==> src/rtl/npu_pool_requant.sv <==
// npu_pool_requant: 2x2 max-pool, ReLU and requantization of signed accumulator
// rows into N-bit unsigned activations. Even rows are parked in a one-row line
// buffer (after the horizontal max). Odd rows are combined with it and emitted
// through a single output register.
// Optional build macro: NPU_POOL_ROUND_EN selects round-half-up requantization
// instead of a truncating right shift.
module npu_pool_requant #(
    parameter int W         = 8,
    parameter int N         = 2,
    parameter int BG        = 6,
    parameter int ROW_BEATS = 4,
    parameter int ROWS      = 28
) (
    input  logic                        clk,
    input  logic                        rst_n,
    input  logic [3:0]                  cfg_shift,
    input  logic                        s_valid,
    output logic                        s_ready,
    input  logic [W*(2*N+BG)-1:0]       s_data,
    output logic                        m_valid,
    input  logic                        m_ready,
    output logic [(W/2)*N-1:0]          m_data,
    output logic                        frame_done
);
    localparam int ACC_W = 2*N + BG;
    localparam int HW    = W / 2;
    localparam int QW    = ACC_W + 1;
    localparam int CW    = (ROW_BEATS > 1) ? $clog2(ROW_BEATS) : 1;
    localparam int RW    = (ROWS > 1) ? $clog2(ROWS) : 1;
    localparam int LB_D  = 1 << CW;
    localparam logic [CW-1:0] COL_LAST = CW'(ROW_BEATS - 1);
    localparam logic [RW-1:0] ROW_LAST = RW'(ROWS - 1);
    localparam logic [QW-1:0] QMAX     = QW'((1 << N) - 1);

    generate
        if ((ROWS % 2) != 0) begin : g_rows_odd
            $error("npu_pool_requant: ROWS must be even");
        end
        if ((W % 2) != 0) begin : g_w_odd
            $error("npu_pool_requant: W must be even");
        end
    endgenerate

    // Row parity is the whole state machine: even rows fill, odd rows emit.
    typedef enum logic {FILL = 1'b0, EMIT = 1'b1} state_e;

    // ReLU, right shift (optionally rounded) and saturation to 2^N-1.
    // The value is known positive past the ReLU, so the work is done unsigned
    // in ACC_W+1 bits where the rounding add cannot overflow.
    function automatic logic [N-1:0] requant(input logic signed [ACC_W-1:0] v,
                                             input logic [3:0] sh);
        logic [QW-1:0] mag;
        logic [QW-1:0] q;
        if (v[ACC_W-1] || (v == '0)) begin
            return '0;
        end
        mag = {1'b0, v};
`ifdef NPU_POOL_ROUND_EN
        if (sh != 4'd0) begin
            mag = mag + ({{ACC_W{1'b0}}, 1'b1} << (sh - 4'd1));
        end
`endif
        q = mag >> sh;
        if (q > QMAX) begin
            return QMAX[N-1:0];
        end
        return q[N-1:0];
    endfunction

    logic [CW-1:0]           col_q, col_d;
    logic [RW-1:0]           row_q, row_d;
    logic [3:0]              shift_frame_q, shift_frame_d;
    logic                    m_valid_q, m_valid_d;
    logic [HW*N-1:0]         m_data_q, m_data_d;
    logic                    last_q, last_d;
    logic signed [ACC_W-1:0] lb_q [LB_D][HW];
    logic signed [ACC_W-1:0] hmax [HW];
    logic signed [ACC_W-1:0] vmax [HW];
    state_e                  state;
    logic                    in_fire;

    assign state   = row_q[0] ? EMIT : FILL;
    assign in_fire = s_valid && s_ready;

    // Horizontal pair max of the incoming beat, and vertical max against the parked row.
    always_comb begin
        for (int j = 0; j < HW; j++) begin
            hmax[j] = ($signed(s_data[(2*j)*ACC_W +: ACC_W]) > $signed(s_data[(2*j+1)*ACC_W +: ACC_W]))
                      ? $signed(s_data[(2*j)*ACC_W +: ACC_W])
                      : $signed(s_data[(2*j+1)*ACC_W +: ACC_W]);
            vmax[j] = (lb_q[col_q][j] > hmax[j]) ? lb_q[col_q][j] : hmax[j];
        end
    end

    // Next-state: beat counters, frame shift latch and the output register.
    always_comb begin
        col_d         = col_q;
        row_d         = row_q;
        shift_frame_d = shift_frame_q;
        m_valid_d     = m_valid_q;
        m_data_d      = m_data_q;
        last_d        = last_q;
        if (in_fire) begin
            if (col_q == COL_LAST) begin
                col_d = '0;
                row_d = (row_q == ROW_LAST) ? '0 : row_q + RW'(1);
            end else begin
                col_d = col_q + CW'(1);
            end
            if ((col_q == '0) && (row_q == '0)) begin
                shift_frame_d = cfg_shift;
            end
        end
        if (in_fire && (state == EMIT)) begin
            m_valid_d = 1'b1;
            for (int j = 0; j < HW; j++) begin
                m_data_d[j*N +: N] = requant(vmax[j], shift_frame_q);
            end
            last_d = (row_q == ROW_LAST) && (col_q == COL_LAST);
        end else if (m_ready) begin
            m_valid_d = 1'b0;
        end
    end

    // Control and output registers; reset restarts the frame and drops any pending output.
    always_ff @(posedge clk or negedge rst_n) begin
        if (!rst_n) begin
            col_q         <= '0;
            row_q         <= '0;
            shift_frame_q <= '0;
            m_valid_q     <= 1'b0;
            m_data_q      <= '0;
            last_q        <= 1'b0;
        end else begin
            col_q         <= col_d;
            row_q         <= row_d;
            shift_frame_q <= shift_frame_d;
            m_valid_q     <= m_valid_d;
            m_data_q      <= m_data_d;
            last_q        <= last_d;
        end
    end

    // Line buffer: always written on an even row before the odd row reads it, so no reset.
    always_ff @(posedge clk) begin
        if (in_fire && (state == FILL)) begin
            for (int j = 0; j < HW; j++) begin
                lb_q[col_q][j] <= hmax[j];
            end
        end
    end

    // Outputs: EMIT only accepts when the single output slot is free or draining.
    always_comb begin
        s_ready = 1'b1;
        if (state == EMIT) begin
            s_ready = !m_valid_q || m_ready;
        end
    end

    assign m_valid    = m_valid_q;
    assign m_data     = m_data_q;
    assign frame_done = m_valid_q && m_ready && last_q;

endmodule

==> config.mk <==
export PLATFORM = sky130hd
export DESIGN_NAME = npu_pool_requant
export DESIGN_NICKNAME = d
export VERILOG_FILES = /design/src/rtl/npu_pool_requant.sv
export SDC_FILE = /design/constraint.sdc
export NUM_CORES = 1
export LEC_CHECK = 0
export CAP_MARGIN = 40
export CORE_UTILIZATION = 54
export DETAILED_ROUTE_END_ITERATION = 10
export HOLD_SLACK_MARGIN = 0.1
export MAX_ROUTING_LAYER = met4
export PLACE_DENSITY = 0.8
export SYNTH_ARGS = -nofsm -noshare
export SYNTH_HDL_FRONTEND = slang
export SYNTH_SLANG_ARGS = --single-unit
==> constraint.sdc <==
create_clock -name clk -period 4.9 [get_ports clk]
set_input_delay 0.49 -clock clk [delete_from_list [all_inputs] [get_ports clk]]
set_output_delay 0.49 -clock clk [all_outputs]
set_load 0.02 [all_outputs]
==> results.md <==
* CP max-delay cell: a2111o_1
* CTS Buf Count at 17
* Max_cap viols at 0
* Flops & latches, synth at between 150 and 200
* Layout Nets at between 1,500 and 2,000
* Top_reg_cell synth: edfxtp_1
* Area Overhead vs Synth at 42.1%
* Total grt overflow at 0
* Worst path cell trace: dlygate4sd2_1 -> ha_4 -> a21o_1 -> a2111o_1 -> a221oi_4 -> nor2_4 -> buf_6 -> o21ai_4 -> inv_2 -> ha_4 -> nand4_1 -> a2111oi_4 -> buf_4 -> o22ai_1 -> a31oi_4 -> mux4_2 -> a211o_1 -> a211o_1 -> a221oi_2 -> or4_4 -> nand3_1
* Non-filler cells, final at roughly 1,700
* Synth area leader: edfxtp_1
* Worst R2R Setup Slack at between 0.15 and 0.2 ns
* Diode count at 0
* Root buf cell: clkbuf_16
* Max-slew violations at 0
* R2R Path End: m_data[7]
* Switching fraction of total power at 41.9%
* P_int at between 5 and 6 mW
* Post-synth cell types at 90
* Sequential power share at between 20% and 30%
* # IOs at between 90 and 100
* Largest net degree at the start of global routing at 35
* Placed Area at around 15,000 µm²
* Ys Warns at 0
* Psw at 4.25 mW
* Cts hold-fix bufs at 0
* Post-Syn Area per Cell at approximately 12 µm²
* Initial Util at between 50% and 60%
* Crit path from: s_data[67]
* Post-route cell area at around 17,000 µm²
* DP Worst Slack at -0.747 ns
* Layout cell share with drive strength beyond 1 at slightly above 40%
* Final period util at 101%
* Worst Hold Class: in -> async
* Hpwl dp at between 20 and 25 mm
* Clock power frac at 13.9%
* DR pass1 iterations at 6
* Post-synth EDFFs at 160
* Clock Sinks at ~180
* Reg2Reg Depth at 15
* Critical Path AT at 5.26 ns
* WL final at 36.9 mm
* Post-synthesis cell count at approximately 1,000
* Post-placement cell count at 1,579
* Tmin final at roughly 4.9 ns
* Reg-to-reg critical path startpoint: col_q[0]
* CTS max path bufs at 2
* Most frequent cells in the layout: 244 x buf_4, 160 x edfxtp_1, 72 x inv_1
* Final hold viol count at 0
* Worst Tran Pin Value at just over 1 ns
* Reg clk slew, reported paths at approximately 0.070 ns
* Initial DRC count at 1,157
* Gpl congestion at around 0.95
* Netlist Area Pre-Place at ~12,000 µm²
* WS Path Type: in -> reg
* Max Freq at 202 MHz
* Core Area at around 22,000 µm²
* Vias in the first global route at 10,200
* Ranking of synthesized cells by area: edfxtp_1 40%, mux4_2 11%, ha_1 7.9%, dfrtp_1 4.4%, inv_1 3.2%
* Sequential share of the synthesized area at between 40% and 50%
* CTS tree: done
* Hold Slack at around 0.32 ns
* Worst-skew pair later-pin latency at ~0.44 ns
* Final Skew at 0.00887 ns
* Ys async rst share at between 10% and 20%
* Crit Path Max Fanout at 5
* Syn Nets at between 1,000 and 1,500
* DR vias at ~11,000
* Top cell type's share of synthesized area at about 40%
* CP Capture Point: m_data[7]
* Critical path required time at roughly 5.2 ns
* Via-to-Cell Ratio at ~6.4
* CP endpoint kind: flop
* Setup ws final at -0.0454 ns
* Worst vdd ir at roughly 0.0003 V
* Die area at 22,700 µm²
* Clock H-tree levels at 4
* Most common cell after layout, fill and taps aside: buf_4
* Std cell rows at 54
* First-pass GRT wire length at 50.8 mm
* GR Util All Layers at 30.1%
* Post-route DRC at 0
* Leakage at 7.02 nW
* Final setup fails at 2
* Post-route ant nets at 0
* Die Wd at roughly 150 µm
* Failing checks: negative setup slack
* Startpoint Class: primary input
* RSZ-0062 raised after global routing: true
* Setup TNS at -0.0882 ns
* Worst slew margin at between 30 and 40%
* WL/cell at around 22 µm
* Comb power frac at approximately 64%
* Die H at 151 µm
* Max stage delay on crit path at around 0.46 ns
* Power per cell area at between 500 and 600 nW/µm²
* Run status: finished, violations left
* IO Port Bufs at ~100
* Antenna violations before repair at 0
==> worst min path at each step <==
stage,startpoint,to,slack [ns],cells past startpoint
after floorplan,rst_n,col_q[0],0.19,0
after global placement,last_q,last_q,0.45,2
after detailed placement,last_q,last_q,0.49,2
after CTS,rst_n,col_q[1],0.32,1
after global routing,rst_n,last_q,0.34,1
final,rst_n,last_q,0.32,1
==> sequential cells by signal, indices dropped and copies added, names as in the netlist <==
signal,count
lb_q,160
row_q,5
col_q,2
m_data,8
last_q,1
m_valid,1
shift_frame_q,4
==> critical path, delay by kind of cell <==
family                   cells  cell delay [ns]
multiplexers                 1             0.38
adder cells (fa/ha/maj)      2             0.54
buffers and inverters        4             0.67
AO/OA/AOI/OAI               10             2.65
AND/OR/NAND/NOR              4             0.53
==> timing repair <==
item / in CTS / in global routing
cloned: 2 / 1
setup endpoints to repair: 8 / 8
gates resized for setup: 47 / 210
endpoints found under the hold margin: 0 / 0
pin swaps: 39 / 88
buffers inserted: 18 / 23
==> final cells by class <==
type                       count  area [µm²]
tap                          280         350
inverter                     103         394
multi-input combinational    702        7140
fill                        1214        4780
clock buffer                  19         443
sequential                   181        5330
clock inverter                13         163
timing repair buffer         358        3150
==> synth_stat cells (6+ instances only) <==
cell type / count
a31oi_1: 10
or4_1: 6
a21oi_1: 38
buf_2: 13
nand3_1: 25
and2_1: 6
and4_1: 9
nor2b_1: 10
inv_1: 102
nand4_1: 15
a21o_1: 15
nor3_1: 24
edfxtp_1: 160
xnor2_1: 6
dfrtp_1: 21
nand2b_1: 8
mux2i_1: 35
a211oi_1: 8
a2111o_1: 6
o22ai_1: 9
clkbuf_1: 16
mux2_2: 12
o31ai_1: 7
nand2_1: 76
nor2_1: 58
o211ai_1: 8
nor4_1: 10
ha_1: 75
mux4_2: 60
o21ai_0: 52
o21a_1: 6
==> cell families after synthesis <==
| family | count (synthesis) | synth area share [%] |
|---|---|---|
| muxes | 109 | 15.6 |
| AOI/OAI and AO/OA | 233 | 14.3 |
| adders and majority gates | 78 | 8.13 |
| xor gates and xnor gates | 8 | 0.587 |
| DFF | 181 | 44.6 |
| and+or+nand+nor | 273 | 11.6 |
| buffers and inverters | 145 | 5.10 |
==> stage by stage <==
step                      utilization [%]  total power [mW]
after global placement               68.0              7.34
after CTS                            72.6              9.19
after floorplan                         -              5.71
after global routing                 78.0              10.6
after detailed placement             68.3              7.54
final                                78.0              10.1
==> metal layers <==
layer	share of wire (%)	GRT usage (%)	routed length, µm	up-vias
met4	4.0	11.5	1470	0
li1	-	-	-	4686
met1	37	37.3	13700	5183
met5	0	-	0	-
met3	7.7	4.55	2830	155
met2	51	50.0	18900	656
==> power groups by stage <==
stage / logic [mW] / registers, mW / clock network (mW)
final: 6.45 / 2.27 / 1.41
after global routing: 6.79 / 2.29 / 1.48
after CTS: 5.52 / 2.26 / 1.40
after detailed placement: 5.25 / 2.29 / 0
after global placement: 5.07 / 2.27 / 0
after floorplan: 3.53 / 2.18 / 0
(Power assumes the default switching activity.)
